## src/rtl/fifo_sched.sv

```systemverilog
// Write/read scheduler in front of a single-port-strobe FIFO: round-robin write
// arbitration across NREQ requesters, alternating with reads when both contend.
module fifo_sched #(
  parameter int unsigned NREQ  = 4,
  parameter int unsigned WIDTH = 4,
  parameter int unsigned DEPTH = 5
) (
  input  logic                         clk,
  input  logic                         rst,
  input  logic [NREQ-1:0]              req,
  input  logic [NREQ*WIDTH-1:0]        wdata_in,
  output logic [NREQ-1:0]              gnt,
  input  logic                         rd_req,
  output logic                         rd_valid,
  output logic [WIDTH-1:0]             rd_data,
  output logic                         fifo_wr,
  output logic                         fifo_rd,
  output logic [WIDTH-1:0]             fifo_wdata,
  input  logic [WIDTH-1:0]             fifo_rdata,
  input  logic                         fifo_full,
  input  logic                         fifo_empty,
  output logic [$clog2(DEPTH+1)-1:0]   count,
  output logic                         err
);

  localparam int unsigned PW = (NREQ > 1) ? $clog2(NREQ) : 1;
  localparam int unsigned CW = $clog2(DEPTH + 1);

  typedef enum logic {
    OP_RD = 1'b0,
    OP_WR = 1'b1
  } op_t;

  op_t              last_op, last_op_nxt;
  logic [PW-1:0]    ptr, ptr_nxt;
  logic [PW-1:0]    sel;
  logic             found;
  logic [CW-1:0]    count_nxt;
  logic [NREQ-1:0]  gnt_nxt;
  logic [WIDTH-1:0] wdata_nxt;
  logic             wr_nxt, rd_nxt, rd_valid_nxt, err_nxt;
  logic             wr_elig, rd_elig, do_wr, do_rd;
  int unsigned      idx, base;

  // Read data comes straight from the FIFO's registered output.
  assign rd_data = fifo_rdata;

  // Decision logic: eligibility, round-robin pick, and read/write alternation.
  always_comb begin
    last_op_nxt  = last_op;
    ptr_nxt      = ptr;
    count_nxt    = count;
    gnt_nxt      = '0;
    wdata_nxt    = '0;
    wr_nxt       = 1'b0;
    rd_nxt       = 1'b0;
    sel          = '0;
    found        = 1'b0;
    idx          = 0;
    base         = 0;
    rd_valid_nxt = fifo_rd;
    err_nxt      = err | (fifo_wr & fifo_full) | (fifo_rd & fifo_empty);

    wr_elig = (|req) && (count < CW'(DEPTH));
    rd_elig = rd_req && (count != '0);

    for (int unsigned off = 0; off < NREQ; off++) begin
      idx = 32'(ptr) + off;
      if (idx >= NREQ) idx = idx - NREQ;
      if (!found && req[PW'(idx)]) begin
        found = 1'b1;
        sel   = PW'(idx);
      end
    end

    // Under contention the previous operation loses; reset leaves OP_RD so writes go first.
    do_wr = wr_elig && (!rd_elig || (last_op == OP_RD));
    do_rd = rd_elig && !do_wr;

    if (do_wr) begin
      base        = 32'(sel) * WIDTH;
      gnt_nxt     = NREQ'(1) << sel;
      wr_nxt      = 1'b1;
      wdata_nxt   = wdata_in[base +: WIDTH];
      ptr_nxt     = ((32'(sel) + 1) >= NREQ) ? '0 : sel + PW'(1);
      count_nxt   = count + CW'(1);
      last_op_nxt = OP_WR;
    end else if (do_rd) begin
      rd_nxt      = 1'b1;
      count_nxt   = count - CW'(1);
      last_op_nxt = OP_RD;
    end
  end

  always_ff @(posedge clk or negedge rst) begin
    if (!rst) begin
      last_op    <= OP_RD;
      ptr        <= '0;
      count      <= '0;
      gnt        <= '0;
      fifo_wr    <= 1'b0;
      fifo_rd    <= 1'b0;
      fifo_wdata <= '0;
      rd_valid   <= 1'b0;
      err        <= 1'b0;
    end else begin
      last_op    <= last_op_nxt;
      ptr        <= ptr_nxt;
      count      <= count_nxt;
      gnt        <= gnt_nxt;
      fifo_wr    <= wr_nxt;
      fifo_rd    <= rd_nxt;
      fifo_wdata <= wdata_nxt;
      rd_valid   <= rd_valid_nxt;
      err        <= err_nxt;
    end
  end

endmodule

```

## config.mk

```make
export PLATFORM = sky130hd
export DESIGN_NAME = fifo_sched
export DESIGN_NICKNAME = d
export VERILOG_FILES = /design/src/rtl/fifo_sched.sv
export SDC_FILE = /design/constraint.sdc
export NUM_CORES = 1
export LEC_CHECK = 0
export CAP_MARGIN = 20
export CORE_MARGIN = 3
export CORE_UTILIZATION = 45
export DETAILED_ROUTE_END_ITERATION = 16
export GPL_ROUTABILITY_DRIVEN = 1
export PLACE_DENSITY = 0.93
export SYNTH_ARGS = -nofsm -noshare
export SYNTH_HDL_FRONTEND = slang
export SYNTH_SLANG_ARGS = --single-unit
```

## constraint.sdc

```tcl
create_clock -name clk -period 4.77 [get_ports clk]
set_input_delay 0.954 -clock clk [delete_from_list [all_inputs] [get_ports clk]]
set_output_delay 0.954 -clock clk [all_outputs]
set_load 0.01 [all_outputs]
```

## Word level (Yosys, flattened, before mapping)

Cells that the tools add are included.
Widths: inputs -> output; s select.

- Memory bits (read-only): 0
- Word-level logic and storage cells: 82
- Bits in registers: 18
- Input bits: 29
- Output and inout port bits: 19
- RAM bits: 0
- Bits in latches: 0
- Memories kept: 0

- Reduce and logical (&&, ||, !) cells: 16
- Multipliers: 0
- $lt $le $gt $ge: 10
- Bitwise gates (word level): 5
- Multiplexer cells: 29
- Add/subtract/negate cells: 11
- Divide/modulo/power cells: 0
- Eq/ne operators: 0
- Shifts and indexed selects: 2

Operators by type and width:

| cell | count |
|---|---|
| $mux 2 | 9 |
| $shiftx 16x5->4 | 1 |
| $ge 3x3->1 const B | 4 |
| $lt 2x3->1 const B | 4 |
| $mux 1 | 12 |
| $bmux 1 s2 | 4 |
| $mux 4 | 2 |
| $sub 2x1->2 const B | 4 |
| $logic_and 1x1->1 | 7 |
| $add 2x1->3 const B | 2 |
| $add 2x2->3 const B | 2 |
| $mux 3 | 2 |
| $logic_not 1->1 | 5 |
| $reduce_or 4->1 | 1 |
| $shl 1x2->4 const A | 1 |
| $add 3x1->3 const B | 1 |
| $ge 2x3->1 const B | 1 |
| $lt 3x3->1 const B | 1 |
| $reduce_bool 3->1 | 1 |
| $sub 3x1->3 const B | 1 |
| $add 2x1->2 const B | 1 |
| $and 1x1->1 | 2 |
| $or 1x1->1 | 2 |
| $reduce_bool 2->1 | 1 |
| 2 further kinds | 2 |

## Logic depth before layout (Yosys ltp)

Gate-level depths: netlist of the first run.

- Depth in word-level cells: 17
- Depth in mapped cells: 11
- Depth with buffers taken out: 10

## Least setup slack after synthesis of the first run

No wires, ideal clock.

- Path type: in2reg
- Start point: input port rd_req
- End point: register count[2]
- Library setup time: 0.123 ns
- Cell stages on the path: 11
- Required time: 4.647 ns
- Buffers on the path: 1
- Arrival time: 2.661 ns
- Setup slack: 1.986 ns
- Path through: and2_1 -> maj3_2 -> nor2_4 -> buf_6 -> inv_2 -> fa_1 -> nor2_1 -> a21oi_1 -> o32a_1 -> o21ai_1 -> a21oi_1

- Word-level cells in the longest chain between the ends: 7
- Elaborated cells between the ends (all ways): 8
- Classes of those cells: 1 x mux; 7 x reduce/logical

RTL lines:

| item | line | RTL |
|---|---|---|
| start, declared | 13 | `input logic rd_req,` |
| $logic_and 1x1->1 (*) | 65 | `rd_elig = rd_req && (count != '0);` |
| $logic_not 1->1 (*) | 77 | `do_wr = wr_elig && (!rd_elig \|\| (last_op == OP_RD));` |
| $logic_or 1x1->1 (*) | 77 |  |
| $logic_and 1x1->1 (*) | 77 |  |
| via do_wr | 42 | `logic wr_elig, rd_elig, do_wr, do_rd;` |
| $logic_not 1->1 | 78 | `do_rd = rd_elig && !do_wr;` |
| $logic_and 1x1->1 | 78 |  |
| $reduce_bool 2->1 (no source line) | - |  |
| end signal, assigned | 109 | `count <= count_nxt;` |
| end, declared | 22 | `output logic [$clog2(DEPTH+1)-1:0] count,` |

The timed path passes the listed nets; every way through them passes the cells marked *.
A chain may end at the register's enable or synchronous reset.

## Final worst setup path of the first run

- Start point: input port rd_req
- End point: register count[2]

- Word-level cells in the longest chain between the ends: 7
- Elaborated cells between the ends (all ways): 8
- Classes of those cells: 1 x mux; 7 x reduce/logical

RTL lines:

| item | line |
|---|---|
| $logic_and 1x1->1 (*) | 65 |
| $logic_not 1->1 | 77 |
| $logic_or 1x1->1 | 77 |
| $logic_and 1x1->1 | 77 |
| $logic_not 1->1 | 78 |
| $logic_and 1x1->1 | 78 |
| $reduce_bool 2->1 (no source line) | - |

Every way passes the cells marked *; elsewhere a longest branch is shown, timed or not.

==> flow_metrics.py, run 1 <==
metrics = {
    "synth": {
        "yosysWarnings": 0,
        "synth_top_cells_by_area": "sky130_fd_sc_hd__dfrtp_1, sky130_fd_sc_hd__mux2i_1, sky130_fd_sc_hd__a21oi_1",
        "yosys.area.top_type": "sky130_fd_sc_hd__dfrtp_1",
        "async_set_or_reset_flop_fraction_in_the_synthesized_netlist": 1.00,
        "postSynthCellCount": 104,
        "synth-edff-count": 0,
        "synth.top_cell.area_share": 0.409,
        "sequential_element_share_of_the_synthesized_area": 0.409,
        "synth.net_count": 138,
        "ys_ff_latch": 18,
        "synth.distinct_cells": 35,
        "avgSynthCellArea_um2": 10.6,
        "synth_ff_type": "sky130_fd_sc_hd__dfrtp_1",
        "synth.cell_area_um2": 1100,
    },
    "power": {
        "peak_supply_drop_mv": 0.298,
        "clock_power_share": 0.109,
        "intPower_uw": 527,
        "leakage_nw": 0.641,
        "switchingPower_uw": 361,
        "p_sw_frac": 0.407,
        "combPwrFrac": 0.571,
        "share_seq_of_total_power": 0.321,
        "cell_pwr_density_nw_per_um2": 588,
    },
    "setup_path": {
        "critPathRequiredTime_ns": 4.97,
        "worstSetupEndpointType": "flip-flop",
        "cp.arrival_ns": 3.54,
        "worstSetupStartpointType": "primary input",
        "crit_path_max_fanout": 11,
        "worstSetupPathType": "primary input to flip-flop",
    },
    "timing": {
        "min_period_ns": 3.35,
        "clock.fmax_ghz": 0.299,
        "timing.hold.ws_ns": 0.434,
        "report.final.setup_viol": 0,
        "timing.final.max_slew_violations": 0,
        "fin_skew_ns": 0.0151,
        "slew_of_the_pin_with_the_lowest_slew_margin_ns": 1.04,
        "period_share": 0.702,
        "maxSlewHeadroom": 0.303,
        "final.setup.tns_ns": 0,
        "report.final.hold_viol_count": 0,
        "post-route-worst-setup-slack_ns": 1.42,
        "grt_setup_unrepaired": "no",
    },
    "floorplan": {
        "dieHeight_um": 55.5,
        "boundaryPins": 48,
        "die_x_um": 55.5,
        "core_region_area_um2": 2280,
        "rows": 17,
        "initial_utilization": 0.484,
        "die_area_um2": 3080,
    },
    "routing": {
        "met3_length_um": 128,
        "route.detailed.vias_per_inst": 5.33,
        "remaining_drc_errors": 0,
        "drtPass1Iterations": 4,
        "m1WireLength_um": 934,
        "wl_met2_um": 1220,
        "post_drt_wl_per_cell_um": 14.0,
        "highest_metal_layer_with_signal_wires": "met4",
        "total_via_count_in_the_routed_design": 896,
        "wirelength_um": 2350,
        "route.antenna.remaining_nets": 0,
        "initialDrtViolationCount": 21,
    },
    "cts": {
        "cts_buffers": 3,
        "cell_chosen_for_the_clock_root": "sky130_fd_sc_hd__clkbuf_4",
        "post-cts-setup-buffer-count": 0,
        "tritoncts_num_sinks": 18,
        "clockBufferDepth": 2,
        "clock_latency_ns": 0.31,
        "cts_tree": "yes",
        "h-tree-depth": 1,
        "clk_pin_slew_ns": 0.11,
        "cts-hold-fix-buffers": 0,
        "ctsResizeCount": 0,
    },
    "global_route": {
        "via_count_of_the_first_global_routing_pass": 889,
        "grt_first_pass_wirelength_um": 3980,
        "number_of_antenna_violations_at_the_first_check_in_global_routing": 0,
        "grt_overflow": 0,
        "groute.usage.overall": 0.165,
        "largest_net_degree_at_the_start_of_global_routing": 19,
    },
    "layout": {
        "utilization_after_layout": 0.664,
        "final_nets": 175,
        "final-instance-count-excl-fill": 168,
        "n_fill_cell": 161,
        "antenna_cells_inserted": 0,
        "area_growth_syn_to_layout_pct": 37.1,
        "final_layout_size_suffix_gt1_frac": 0.129,
        "layout.cells.most_common_list": "sky130_fd_sc_hd__clkdlybuf4s50_1, sky130_fd_sc_hd__dfrtp_1, sky130_fd_sc_hd__mux2i_1, sky130_fd_sc_hd__a21oi_1, sky130_fd_sc_hd__nor2_1",
        "layout.cells.most_common": "sky130_fd_sc_hd__clkdlybuf4s50_1",
    },
    "worst_hold_path": {
        "timing.hold.worst.class": "flip-flop to flip-flop",
    },
    "flow_run": {
        "max_cap_viol_count": 0,
    },
    "run_status": {
        "status": "finished clean",
    },
    "placed_design": {
        "place_inst": 164,
        "hpwl_dp_um": 1800,
        "globalplace.congestion": 0.928,
        "io_buffers": 39,
        "post-place-ws_ns": 1.18,
    },
}
final cells by class:
type,count,area [um^2],share of cell area
clock buffer,4,36.3,0.0240
sequential,18,450,0.298
timing repair buffer,39,390,0.258
inverter,3,11.3,0.00745
multi-input combinational,76,588,0.389
tap,28,35.0,0.0232
per-layer routing:
metal	up-vias	global-route usage
met5	-	0
met4	0	0.104
met3	7	0.0467
met2	27	0.272
met1	424	0.185
li1	438	-
cell usage after synthesis (all sizes together) (2+ instances only):
cell and count:
nor3 2, a21oi 11, inv 3, ha 4, o21ai 4, nand2b 3, buf 6, mux2i 11
nand2 5, a211oi 2, and2 6, dfrtp 18, o22ai 5, nor2 12
through the flow:
stage               total power, mW  area (um^2)
global placement              0.767         1480
CTS                           0.893         1510
global route                  0.959         1510
finish                        0.889         1510
detailed placement            0.792         1480
floorplan                     0.622         1100
cell families (layout without fill, tap and decap cells):
family	Yosys count	count (layout)	share of synthesized area
muxes	12	12	0.110
buffers and inverters	10	46	0.0579
DFF	18	18	0.409
and+or+nand+nor	31	31	0.170
adders and majority gates	6	6	0.0738
AOI/OAI and AO/OA	27	27	0.179
worst max-delay path, stage by stage:
cell	delay, ns
sky130_fd_sc_hd__clkdlybuf4s50_1	0.54
sky130_fd_sc_hd__and2_1	0.22
sky130_fd_sc_hd__maj3_2	0.33
sky130_fd_sc_hd__nor2_4	0.25
sky130_fd_sc_hd__inv_2	0.08
sky130_fd_sc_hd__fa_1	0.44
sky130_fd_sc_hd__nor2_1	0.21
sky130_fd_sc_hd__a21oi_1	0.08
sky130_fd_sc_hd__o32a_1	0.30
sky130_fd_sc_hd__o21ai_1	0.08
sky130_fd_sc_hd__a21oi_1	0.05
final timing paths:
check | cells past startpoint | slack (ns) | from | end
min in group asynchronous | 1 | 1.08 | rst | count[2]
min | 0 | 0.43 | fifo_rd | rd_valid
max reg2reg | 10 | 2.03 | count[0] | count[2]
max in group asynchronous | 1 | 3.21 | rst | fifo_wdata[0]
max | 11 | 1.42 | rd_req | count[2]
min reg2reg | 0 | 0.43 | fifo_rd | rd_valid
power groups by stage:
stage / combinational [mW] / clock, mW / sequential (mW)
floorplan: 0.328 / 0 / 0.294
global placement: 0.485 / 0 / 0.282
detailed placement: 0.505 / 0 / 0.287
CTS: 0.510 / 0.0984 / 0.285
global route: 0.558 / 0.104 / 0.297
finish: 0.507 / 0.0965 / 0.285
flip-flops by register name (all words and copies together), names as in the netlist:
signal      cells
rd_valid        1
fifo_wdata      4
gnt             4
fifo_wr         1
count           3
err             1
last_op         1
ptr             2
fifo_rd         1
(Power assumes the default switching activity.)
==> run 2, diff against run 1 <==
CORE_UTILIZATION = 41   (was 45)
PLACE_DENSITY = 0.86   (was 0.93)
clock period = 3.1 ns   (was 4.77 ns; I/O delays follow)
==> run 2 against run 1 <==
First-iteration DRC count did not move. Count of clock-buffer cells in the layout did not move. Flip-flop and latch count did not move. Register-to-register slack got worse by 1.4 ns. Via count rose by 1.1%. Power rose by 57%. Global-route usage fell by 0.36 points. Critical path type unchanged. Largest power group unchanged. Highest routed layer unchanged.
==> flow_metrics.py, run 2 (synthesized netlist as in run 1, its figures left out) <==
metrics = {
    "routing": {
        "initialDrtViolationCount": 21,
        "drtPass1Iterations": 4,
        "post_drt_wl_per_cell_um": 14.5,
        "remaining_drc_errors": 0,
        "wirelength_um": 2520,
        "route.detailed.vias_per_inst": 5.21,
        "total_via_count_in_the_routed_design": 906,
        "route.antenna.remaining_nets": 0,
    },
    "power": {
        "share_seq_of_total_power": 0.317,
        "leakage_nw": 0.661,
        "clock_power_share": 0.101,
        "intPower_uw": 827,
        "cell_pwr_density_nw_per_um2": 903,
        "combPwrFrac": 0.582,
        "switchingPower_uw": 567,
        "p_sw_frac": 0.407,
        "peak_supply_drop_mv": 0.443,
    },
    "cts": {
        "tritoncts_num_sinks": 18,
        "ctsResizeCount": 0,
        "h-tree-depth": 1,
        "cts_buffers": 3,
        "clockBufferDepth": 2,
        "clk_pin_slew_ns": 0.11,
        "clock_latency_ns": 0.29,
        "cts-hold-fix-buffers": 0,
        "cts_tree": "yes",
        "post-cts-setup-buffer-count": 0,
        "cell_chosen_for_the_clock_root": "sky130_fd_sc_hd__clkbuf_4",
    },
    "floorplan": {
        "die_area_um2": 3350,
        "core_region_area_um2": 2520,
        "rows": 18,
        "boundaryPins": 48,
        "die_x_um": 57.9,
        "initial_utilization": 0.437,
        "dieHeight_um": 57.9,
    },
    "run_status": {
        "status": "finished clean",
    },
    "worst_hold_path": {
        "hold_depth": 0,
        "timing.hold.worst.class": "flip-flop to flip-flop",
    },
    "layout": {
        "area_growth_syn_to_layout_pct": 40.1,
        "final_layout_size_suffix_gt1_frac": 0.153,
        "n_fill_cell": 229,
        "post-route-cell-area_um2": 1540,
        "layout_top_registers": "fifo_wdata (4), gnt (4), count (3)",
        "layout.cells.most_common_list": "sky130_fd_sc_hd__clkdlybuf4s50_1, sky130_fd_sc_hd__dfrtp_1, sky130_fd_sc_hd__mux2i_1, sky130_fd_sc_hd__a21oi_1, sky130_fd_sc_hd__nor2_1",
        "layout.cells.most_common": "sky130_fd_sc_hd__clkdlybuf4s50_1",
        "antenna_cells_inserted": 0,
        "final_nets": 179,
        "utilization_after_layout": 0.612,
    },
    "setup_path": {
        "worstSetupEndpointType": "flip-flop",
        "worstSetupPathType": "primary input to flip-flop",
        "cp.arrival_ns": 2.82,
        "worstSetupStartpointType": "primary input",
        "critPathRequiredTime_ns": 3.29,
        "reg2reg_depth": 10,
        "crit_path_max_fanout": 6,
    },
    "timing": {
        "grt_setup_unrepaired": "no",
        "fin_skew_ns": 0.0148,
        "report.final.setup_viol": 0,
        "min_period_ns": 2.63,
        "report.final.hold_viol_count": 0,
        "clock.fmax_ghz": 0.381,
        "timing.hold.ws_ns": 0.397,
        "final.setup.tns_ns": 0,
        "post-route-worst-setup-slack_ns": 0.473,
        "slew_of_the_pin_with_the_lowest_slew_margin_ns": 0.799,
        "timing.final.max_slew_violations": 0,
        "period_share": 0.847,
        "maxSlewHeadroom": 0.466,
    },
    "global_route": {
        "grt_first_pass_wirelength_um": 4220,
        "grt_overflow": 0,
        "number_of_antenna_violations_at_the_first_check_in_global_routing": 0,
        "via_count_of_the_first_global_routing_pass": 1005,
        "largest_net_degree_at_the_start_of_global_routing": 19,
        "groute.usage.overall": 0.161,
    },
    "placed_design": {
        "hpwl_dp_um": 2050,
        "post-place-ws_ns": 0.171,
        "globalplace.congestion": 0.748,
        "io_buffers": 39,
        "postPlaceCellArea_um2": 1510,
    },
    "flow_run": {
        "max_cap_viol_count": 0,
    },
}
==> run 2: cell types whose count changed in the layout (fill, tap and decap cells not counted) <==
cell                    previous run  this run
sky130_fd_sc_hd__buf_4             0         4
==> run 2: routing by layer <==
metal | up-vias | part of all wire | track usage
li1 | 442 | - | -
met1 | 422 | 0.39 | 0.177
met2 | 34 | 0.53 | 0.305
met3 | 8 | 0.060 | 0.0290
met4 | 0 | 0.022 | 0.0596
met5 | - | 0 | 0
==> run 2: area by class of cell <==
type	count	area (um^2)	share of cell area
multi-input combinational	76	588	0.381
sequential	18	450	0.292
timing repair buffer	43	420	0.272
tap	30	37.5	0.0243
clock buffer	4	36.3	0.0235
inverter	3	11.3	0.00729
==> run 2: critical path, cell delays in order <==
cell,delay (ns)
sky130_fd_sc_hd__clkdlybuf4s50_1,0.43
sky130_fd_sc_hd__and2_1,0.16
sky130_fd_sc_hd__maj3_2,0.34
sky130_fd_sc_hd__nor2_4,0.11
sky130_fd_sc_hd__inv_2,0.05
sky130_fd_sc_hd__fa_1,0.44
sky130_fd_sc_hd__nor2_1,0.17
sky130_fd_sc_hd__a21oi_1,0.07
sky130_fd_sc_hd__o32a_1,0.30
sky130_fd_sc_hd__o21ai_1,0.08
sky130_fd_sc_hd__a21oi_1,0.05
==> run 2: per-stage QoR <==
stage	power (mW)	cells
after floorplan	0.957	104
after global placement	1.20	170
after detailed placement	1.26	170
after CTS	1.41	174
after global routing	1.51	174
final	1.39	174
==> run 2: path summary, 6_finish.rpt <==
| check | startpoint | end | slack (ns) |
|---|---|---|---|
| hold / removal | fifo_rd | rd_valid | 0.40 |
| setup / recovery | rd_req | count[2] | 0.47 |
| min in group asynchronous | rst | fifo_wdata[1] | 0.78 |
| setup reg to reg | count[0] | count[2] | 0.58 |
| hold reg to reg | fifo_rd | rd_valid | 0.40 |
| max in group asynchronous | rst | fifo_wdata[3] | 1.81 |
==> run 2: power groups by stage <==
stage | logic, mW | clock network (mW) | registers, mW
2_1_floorplan | 0.505 | 0 | 0.452
3_5_place_dp | 0.816 | 0 | 0.446
3_3_place_gp | 0.764 | 0 | 0.438
5_1_grt | 0.891 | 0.157 | 0.460
6_report | 0.811 | 0.141 | 0.442
4_1_cts | 0.821 | 0.144 | 0.442
